### src/rtl/wb_scheduler.sv
// Writeback scheduler: round-robin arbitration of execution-unit results onto the single
// register-file write port, plus a pending-write scoreboard for decode hazard detection.
module wb_scheduler #(
    parameter int unsigned NUM_REQ = 3,
    parameter int unsigned REG_NUM = 32,
    parameter int unsigned ADDR_W  = 5,
    parameter int unsigned DATA_W  = 32
) (
    input  logic                        clk,
    input  logic                        rst,
    input  logic                        iss_valid_i,
    input  logic                        iss_wr_i,
    input  logic [ADDR_W-1:0]           iss_rd_i,
    input  logic [ADDR_W-1:0]           iss_rs1_i,
    input  logic [ADDR_W-1:0]           iss_rs2_i,
    output logic                        hazard_o,
    input  logic [NUM_REQ-1:0]          req_valid_i,
    input  logic [NUM_REQ*ADDR_W-1:0]   req_addr_i,
    input  logic [NUM_REQ*DATA_W-1:0]   req_data_i,
    output logic [NUM_REQ-1:0]          req_ready_o,
    output logic                        w_en_o,
    output logic [ADDR_W-1:0]           w_addr_o,
    output logic [DATA_W-1:0]           w_data_o,
    output logic [REG_NUM-1:0]          pending_o
);
    localparam int unsigned PTR_W = (NUM_REQ > 1) ? $clog2(NUM_REQ) : 1;

    logic [REG_NUM-1:0] pending_q, pending_d;
    logic [PTR_W-1:0]   rr_ptr_q, rr_ptr_d;
    logic               w_en_q;
    logic [ADDR_W-1:0]  w_addr_q;
    logic [DATA_W-1:0]  w_data_q;

    logic [NUM_REQ-1:0] grant;
    logic [PTR_W-1:0]   win_idx;
    logic [PTR_W:0]     cand;
    logic               found;
    logic               xfer;
    logic               wr_fire;
    logic               issue_set;
    logic [ADDR_W-1:0]  sel_addr;
    logic [DATA_W-1:0]  sel_data;

    // Search from rr_ptr upward with wrap-around; first valid requester wins.
    always_comb begin
        grant   = '0;
        win_idx = '0;
        found   = 1'b0;
        cand    = '0;
        for (int k = 0; k < NUM_REQ; k++) begin
            cand = {1'b0, rr_ptr_q} + (PTR_W+1)'(k);
            if (cand >= (PTR_W+1)'(NUM_REQ)) begin
                cand = cand - (PTR_W+1)'(NUM_REQ);
            end
            if (!found && req_valid_i[cand[PTR_W-1:0]]) begin
                found                    = 1'b1;
                win_idx                  = cand[PTR_W-1:0];
                grant[cand[PTR_W-1:0]]   = 1'b1;
            end
        end
    end

    always_comb begin
        sel_addr = '0;
        sel_data = '0;
        for (int i = 0; i < NUM_REQ; i++) begin
            if (grant[i]) begin
                sel_addr = req_addr_i[i*ADDR_W +: ADDR_W];
                sel_data = req_data_i[i*DATA_W +: DATA_W];
            end
        end
    end

    assign xfer    = |grant;
    assign wr_fire = xfer && (sel_addr != '0);

    always_comb begin
        rr_ptr_d = rr_ptr_q;
        if (xfer) begin
            rr_ptr_d = (win_idx == PTR_W'(NUM_REQ - 1)) ? '0 : win_idx + 1'b1;
        end
    end

    assign hazard_o = iss_valid_i & (pending_q[iss_rs1_i] | pending_q[iss_rs2_i] |
                                     (iss_wr_i & pending_q[iss_rd_i]));
    assign issue_set = iss_valid_i & ~hazard_o & iss_wr_i & (iss_rd_i != '0);

    // Clear before set so a same-edge set on the same register wins.
    always_comb begin
        pending_d = pending_q;
        if (wr_fire) begin
            pending_d[sel_addr] = 1'b0;
        end
        if (issue_set) begin
            pending_d[iss_rd_i] = 1'b1;
        end
        pending_d[0] = 1'b0;
    end

    always_ff @(posedge clk or posedge rst) begin
        if (rst) begin
            pending_q <= '0;
            rr_ptr_q  <= '0;
            w_en_q    <= 1'b0;
            w_addr_q  <= '0;
            w_data_q  <= '0;
        end else begin
            pending_q <= pending_d;
            rr_ptr_q  <= rr_ptr_d;
            w_en_q    <= wr_fire;
            // Zeroed when idle: the register file bypasses w_data on address match alone.
            w_addr_q  <= wr_fire ? sel_addr : '0;
            w_data_q  <= wr_fire ? sel_data : '0;
        end
    end

    assign req_ready_o = grant;
    assign w_en_o      = w_en_q;
    assign w_addr_o    = w_addr_q;
    assign w_data_o    = w_data_q;
    assign pending_o   = pending_q;

endmodule

### config.mk
export PLATFORM = sky130hd
export DESIGN_NAME = wb_scheduler
export DESIGN_NICKNAME = d
export VERILOG_FILES = /design/src/rtl/wb_scheduler.sv
export SDC_FILE = /design/constraint.sdc
export NUM_CORES = 1
export LEC_CHECK = 0
export BUFFER_PORTS_ARGS = -buffer_cell sky130_fd_sc_hd__buf_2
export CAP_MARGIN = 30
export CORE_ASPECT_RATIO = 0.75
export CORE_UTILIZATION = 45
export DETAILED_ROUTE_END_ITERATION = 8
export PLACE_DENSITY = 0.78
export SKIP_CTS_REPAIR_TIMING = 1
export SYNTH_ARGS = -nofsm -noshare
export SYNTH_HDL_FRONTEND = slang
export SYNTH_SLANG_ARGS = --single-unit
export TNS_END_PERCENT = 30
### constraint.sdc
create_clock -name clk -period 2.63 [get_ports clk]
set_input_delay 0 -clock clk [delete_from_list [all_inputs] [get_ports clk]]
set_output_delay 0 -clock clk [all_outputs]
set_load 0.05 [all_outputs]
==> out/results.tsv, run 1 <==
stage	metric	value	unit
outcome	outcome	complete, but fails checks	
outcome	violations	hold timing, setup timing	
synthesis	syn_area	5046	sq um
synthesis	syn_area_per_cell	9.414	sq um
global_route	grt_overflow	0	
cts	insertion_delay	0.33	ns
worst_setup_path	path_max_fanout	8	
sta	maxSlewHeadroom	51.86	%
cts	cts_root_buffer	clkbuf_16	
worst_setup_path	critPathRequiredTime	2.83	ns
layout	drive_above_1_share	47.29	%
synthesis	ys_seq_elements	71	
die	pin_count	207	
synthesis	synth_area_leaders	dfrtp_1 (35%), a21oi_1 (9.8%), mux2i_1 (5.4%)	
global_route	grt_use_total	28.27	%
synthesis	synth_enable_flop_cells	0	
worst_setup_path	startpoint	rr_ptr_q[1]	
detailed_routing	vias	5895	
detailed_routing	antenna_left	0	
layout	areaGrowthSynthToFinish	53.53	%
synthesis	synth_cell_types	65	
cts	clock-sinks	71	
sta	setup_viol_count_final	67	
detailed_routing	routedWlPerCell	20.09	um
place	place_hpwl	13340	um
sta	worst_hold_slack	-0.02378	ns
cts	clkTransAtPathRegs	0.06	ns
global_route	grt_pass1_vias	4825	
sta	setup_ws	-0.3253	ns
sta	skew	0.009096	ns
synthesis	synth_area_leader_cell	dfrtp_1	
layout	n_antenna_cell	0	
synthesis	ys_warn_count	0	
synthesis	syn_nets	673	
detailed_routing	firstDrtPassIters	6	
detailed_routing	routed_via_density	6.084	
worst_setup_path	startpoint_type	flop	
sta	worstMarginPinSlew	0.7211	ns
sta	rsz0062_at_grt	true	
synthesis	async_flop_share	100.0	%
die	core	10900	sq um
layout	final_util	71.07	%
cts	cts_tree	built	
detailed_routing	drt_iter0_drc	710	
worst_setup_path	r2r_slack	-0.33	ns
place	finalWeightedCongestion	0.9689	
sta	drv_slew	0	
global_route	grt_pass1_wl	25830	um
worst_setup_path	endpoint_kind	flop	
worst_setup_path	worstSetupPathType	reg -> reg	
flow_run	drv_cap	0	
cts	cts_made_buffers	9	
die	die_x	124.3	um
die	row_count	33	
synthesis	synth_top_area_share	35.21	%
global_route	antenna_found_initial	0	
sta	fmax	0.3384	GHz
sta	min_period	2.955	ns
die	dieArea	11650	sq um
die	fp.dieH	93.71	um
cts	htree_levels	3	
worst_hold_path	hp-class	in -> reg	
sta	hold_viol_final	3	
layout	nNetsFinal	961	
detailed_routing	drcViolationCount	0	
global_route	grt_max_degree	46	
worst_setup_path	timing.rr.start	rr_ptr_q[1]	
cts	clockBufferDepth	2	
place	portBuffers	205	
synthesis	synth_flop_cell	dfrtp_1	
layout	fillerInstances	762	
worst_setup_path	cp.arrival	3.15	ns
worst_hold_path	hp-start	req_data_i[86]	
die	start_util	46.29	%
synthesis	synth_cells	536	
detailed_routing	routed_wl	19470	um
synthesis	yosysSeqAreaShare	35.21	%
sta	finalCritPeriodShare	112.4	%
## per-stage QoR
stage / std cells / setup TNS (ns) / cell area [sq um] / setup WS [ns]
4_1_cts: 928 / -13.54 / 6983 / -0.3057
3_5_place_dp: 912 / -11.20 / 6650 / -0.2707
3_3_place_gp: 912 / -6.972 / 6650 / -0.1641
6_report: 969 / -15.63 / 7747 / -0.3253
5_1_grt: 969 / -22.55 / 7747 / -0.3865
2_1_floorplan: 536 / -2.534 / 5082 / -0.06900
## metal layers
metal | vias to the layer above | global-route usage [%] | wire (um)
met4 | 0 | 6.024 | 480
met2 | 407 | 43.32 | 9117
met3 | 66 | 7.916 | 1994
li1 | 2590 | - | -
met1 | 2832 | 39.75 | 7875
met5 | - | 0 | 0
## path summary, 6_finish.rpt
| kind | depth (start not counted) | end |
|---|---|---|
| max | 13 | pending_o[8] |
| min in group asynchronous | 3 | w_data_o[26] |
| max reg2reg | 13 | pending_o[8] |
| min reg2reg | 2 | pending_o[21] |
| min | 3 | w_data_o[22] |
| max in group asynchronous | 4 | rr_ptr_q[0] |
## synth_stat cells, types with 3 or more instances
master	instances
nand3_2	4
o21a_1	16
o22ai_1	5
mux4_1	9
o21ai_1	6
inv_4	3
nand3_1	44
mux2i_1	27
and3_1	4
buf_6	15
nor2_1	10
buf_4	7
nor3_1	3
nand2b_1	6
nand3b_1	3
clkbuf_1	13
inv_1	5
nand2_1	67
a21o_4	3
buf_1	8
a21oi_1	99
and2_1	3
a21oi_2	4
o221ai_1	3
mux4_2	7
o41ai_1	13
a221o_1	16
ha_1	4
nor2b_1	8
dfrtp_1	71
buf_2	7
## flip-flops by register name (all words and copies together) (netlist names)
name and cells:
rr_ptr_q 2, w_addr_o 5, pending_o 31, w_data_o 32
w_en_o 1
## worst max-delay path, cell delays in order (launching register included)
cell and delay (ns):
dfrtp_1 0.38, buf_6 0.13, ha_4 0.15, mux2i_2 0.15, a2111oi_4 0.38, buf_4 0.19, o21ai_2 0.07, a21oi_4 0.27
buf_6 0.15, nand3_2 0.08, a21o_4 0.27, buf_6 0.15, o41ai_2 0.31, o21ai_1 0.14
## cells in the final DEF, fill, tap and decap left out, drive strengths merged, types with 2 or more instances in the layout
cell type	Yosys	layout
buf	37	293
a21oi	103	103
dfrtp	71	71
nand2	68	68
nand3	48	48
dlygate4sd3	0	30
mux2i	27	27
clkbuf	14	17
o21a	16	16
a221o	16	16
mux4	16	16
o41ai	15	15
nor2	11	11
inv	10	11
o21ai	9	9
nor2b	8	8
nand2b	6	6
o22ai	5	5
and3	4	4
nor3	4	4
ha	4	4
nand3b	3	3
o221ai	3	3
a21o	3	3
and2	3	3
or2	3	3
o211ai	3	3
a2111oi	2	2
nor3b	2	2
nand4	2	2
mux2	2	2
or3	2	2
bufinv	0	2
a311oi	2	2
## cell families after synthesis
kind of cell               count (synthesis)  share of synthesized area, %
other                                      1                       0.07431
and+or+nand+nor                          169                         17.03
buffers and inverters                     62                         7.811
AOI/OAI and AO/OA                        184                         25.27
DFF                                       71                         35.21
adders and majority gates                  4                        0.9919
muxes                                     45                         13.61
## area by class of cell
type                            count  area, sq um  area share, %
Clock buffer                       12        256.5          3.311
Timing Repair Buffer              328         2227          28.75
Multi-Input combinational cell    403         3156          40.73
Clock inverter                      4        76.32         0.9851
Inverter                           11        76.32         0.9851
Tap cell                          140        175.2          2.261
Sequential cell                    71         1780          22.98
Power of run 1 is left out: the tool's default activity adds up to more than one toggle a clock period on the data nets, which glitch-free logic cannot reach.
==> run 2: changes to the inputs <==
==> constraint.sdc (replaced) <==
create_clock -name clk -period 2.63 [get_ports clk]
set_input_delay 0.3945 -clock clk [delete_from_list [all_inputs] [get_ports clk]]
set_output_delay 0.3945 -clock clk [all_outputs]
set_load 0.05 [all_outputs]
==> out/results.tsv, run 2 (same netlist as run 1, synthesis figures left out) <==
stage	metric	value	unit	change
outcome	outcome	complete, but fails checks		
outcome	violations	setup timing		
detailed_routing	drcViolationCount	0		unchanged
die	core	10900	sq um	unchanged
layout	final_common_cell	buf_2		
sta	fmax	0.3377	GHz	-0.20%
global_route	grt_pass1_wl	26430	um	+2.3%
layout	n_antenna_cell	0		unchanged
die	fp.dieH	93.71	um	unchanged
cts	cts_made_buffers	9		unchanged
worst_setup_path	cp.arrival	3.17	ns	+0.02 ns
sta	drv_slew	0		unchanged
cts	clockBufferDepth	2		unchanged
detailed_routing	routedWlPerCell	20.68	um	+2.9%
sta	min_period	2.961	ns	+0.005802 ns
place	finalWeightedCongestion	1.026		+5.9%
layout	drive_above_1_share	53.09	%	+5.8 points
cts	htree_levels	3		unchanged
die	die_x	124.3	um	unchanged
worst_setup_path	crit_slowest_cell	dfrtp_1		
sta	worst_hold_slack	0.2435	ns	+0.2672 ns
sta	finalCritPeriodShare	112.6	%	+0.22 points
flow_run	drv_cap	0		unchanged
worst_hold_path	hp-class	in -> async		
cts	cts_root_buffer	clkbuf_16		
die	dieArea	11650	sq um	unchanged
global_route	grt_max_degree	40		-13%
layout	finish.instance_area	7700	sq um	-0.61%
place	portBuffers	205		unchanged
layout	nNetsFinal	942		-2.0%
die	start_util	46.29	%	unchanged
global_route	grt_overflow	0		unchanged
worst_setup_path	path_max_fanout	12		+4
layout	stdcell_count	950		-2.0%
place	pre_cts_slack	-0.3068	ns	-0.03613 ns
cts	clock-sinks	71		unchanged
worst_setup_path	worstSetupPathType	reg -> reg		
worst_setup_path	startpoint_type	flop		
place	place_inst	921		+0.99%
sta	worstMarginPinSlew	0.8748	ns	+0.1537 ns
place	place_hpwl	13670	um	+2.5%
sta	setup_viol_count_final	69		+3.0%
cts	cts_tree	built		
layout	largest_reg_flops	32		unchanged
global_route	grt_pass1_vias	4917		+1.9%
detailed_routing	vias	5815		-1.4%
sta	skew	0.004976	ns	-0.004120 ns
worst_setup_path	reg2reg_to	pending_o[20]		
worst_setup_path	path_cells	inv_2, ha_4, nor2b_2, a2111oi_4, o21ai_1, a21oi_2, buf_4, nand3_2, a21o_4, buf_12, o41ai_1, o21ai_1		
detailed_routing	routed_wl	19640	um	+0.90%
global_route	busiest_layer	met2		
die	row_count	33		unchanged
worst_setup_path	timing.rr.start	rr_ptr_q[1]		
layout	areaGrowthSynthToFinish	52.59	%	
detailed_routing	drt_iter0_drc	806		+14%
cts	clkTransAtPathRegs	0.06	ns	about the same
worst_setup_path	rr_worst_depth	12		-1
sta	setup_ws	-0.3311	ns	-0.005802 ns
global_route	use_met3	9.396	%	+1.5 points
sta	hold_viol_final	0		-3
worst_setup_path	cp_common_cell	o21ai_1		
sta	rsz0062_at_grt	true		
worst_setup_path	r2r_slack	-0.33	ns	about the same
global_route	grt_use_met2	45.95	%	+2.6 points
sta	maxSlewHeadroom	41.60	%	-10 points
cts	insertion_delay	0.33	ns	about the same
global_route	grt_use_total	29.39	%	+1.1 points
place	placed_area	6759	sq um	+1.6%
global_route	grtUsageMet1	39.83	%	+0.080 points
worst_setup_path	path_delay_family	compound AO/OA/AOI/OAI gates		
worst_setup_path	critPathRequiredTime	2.83	ns	about the same
detailed_routing	firstDrtPassIters	6		unchanged
detailed_routing	antenna_left	0		unchanged
worst_setup_path	critPathBufInv	3		-1
die	pin_count	207		unchanged
worst_setup_path	max_stage_delay	0.43	ns	+0.05 ns
worst_setup_path	endpoint_kind	flop		
layout	final_cell_mix	buf_2 (201), buf_4 (82), a21oi_1 (75)		
global_route	antenna_found_initial	0		unchanged
detailed_routing	routed_via_density	6.121		+0.62%
run 2: layout make-up:
class / count / area [sq um]
clock inverters: 6 / 68.82
flip-flops and latches: 71 / 1784
inverters: 11 / 76.32
clock buffers: 10 / 239.0
multi-input cells: 403 / 3253
repair buffers: 309 / 2103
fillers: 795 / 3201
well taps: 140 / 175.2
run 2: through the flow:
step | TNS [ns] | util [%]
floorplan | -2.540 | -
global placement | -7.548 | 62.01
detailed placement | -18.10 | 62.01
CTS | -20.01 | 64.83
global route | -23.33 | 70.64
finish | -17.09 | 70.64
run 2: worst register-to-register path, delay by kind of cell (launching register included):
kind	cells	cell delay, ns
AO/OA/AOI/OAI	6	1.58
adder cells (fa/ha/maj)	1	0.20
buffers and inverters	3	0.47
flip-flops	1	0.43
AND/OR/NAND/NOR	2	0.17
run 2: worst max-delay path by stage:
stage	start	end	cells past startpoint
2_1_floorplan	rr_ptr_q[1]	pending_o[20]	13
3_3_place_gp	rr_ptr_q[1]	pending_o[26]	13
3_5_place_dp	rr_ptr_q[0]	pending_o[27]	12
4_1_cts	rr_ptr_q[0]	req_ready_o[1]	9
5_1_grt	rr_ptr_q[1]	pending_o[20]	12
6_report	rr_ptr_q[1]	pending_o[20]	12
run 2: metal layers:
layer | vias to the layer above | wire length (um)
li1 | 2539 | -
met1 | 2834 | 7918
met2 | 379 | 9083
met3 | 63 | 2148
met4 | 0 | 491
met5 | - | 0
Power of run 2 is left out for the same reason.
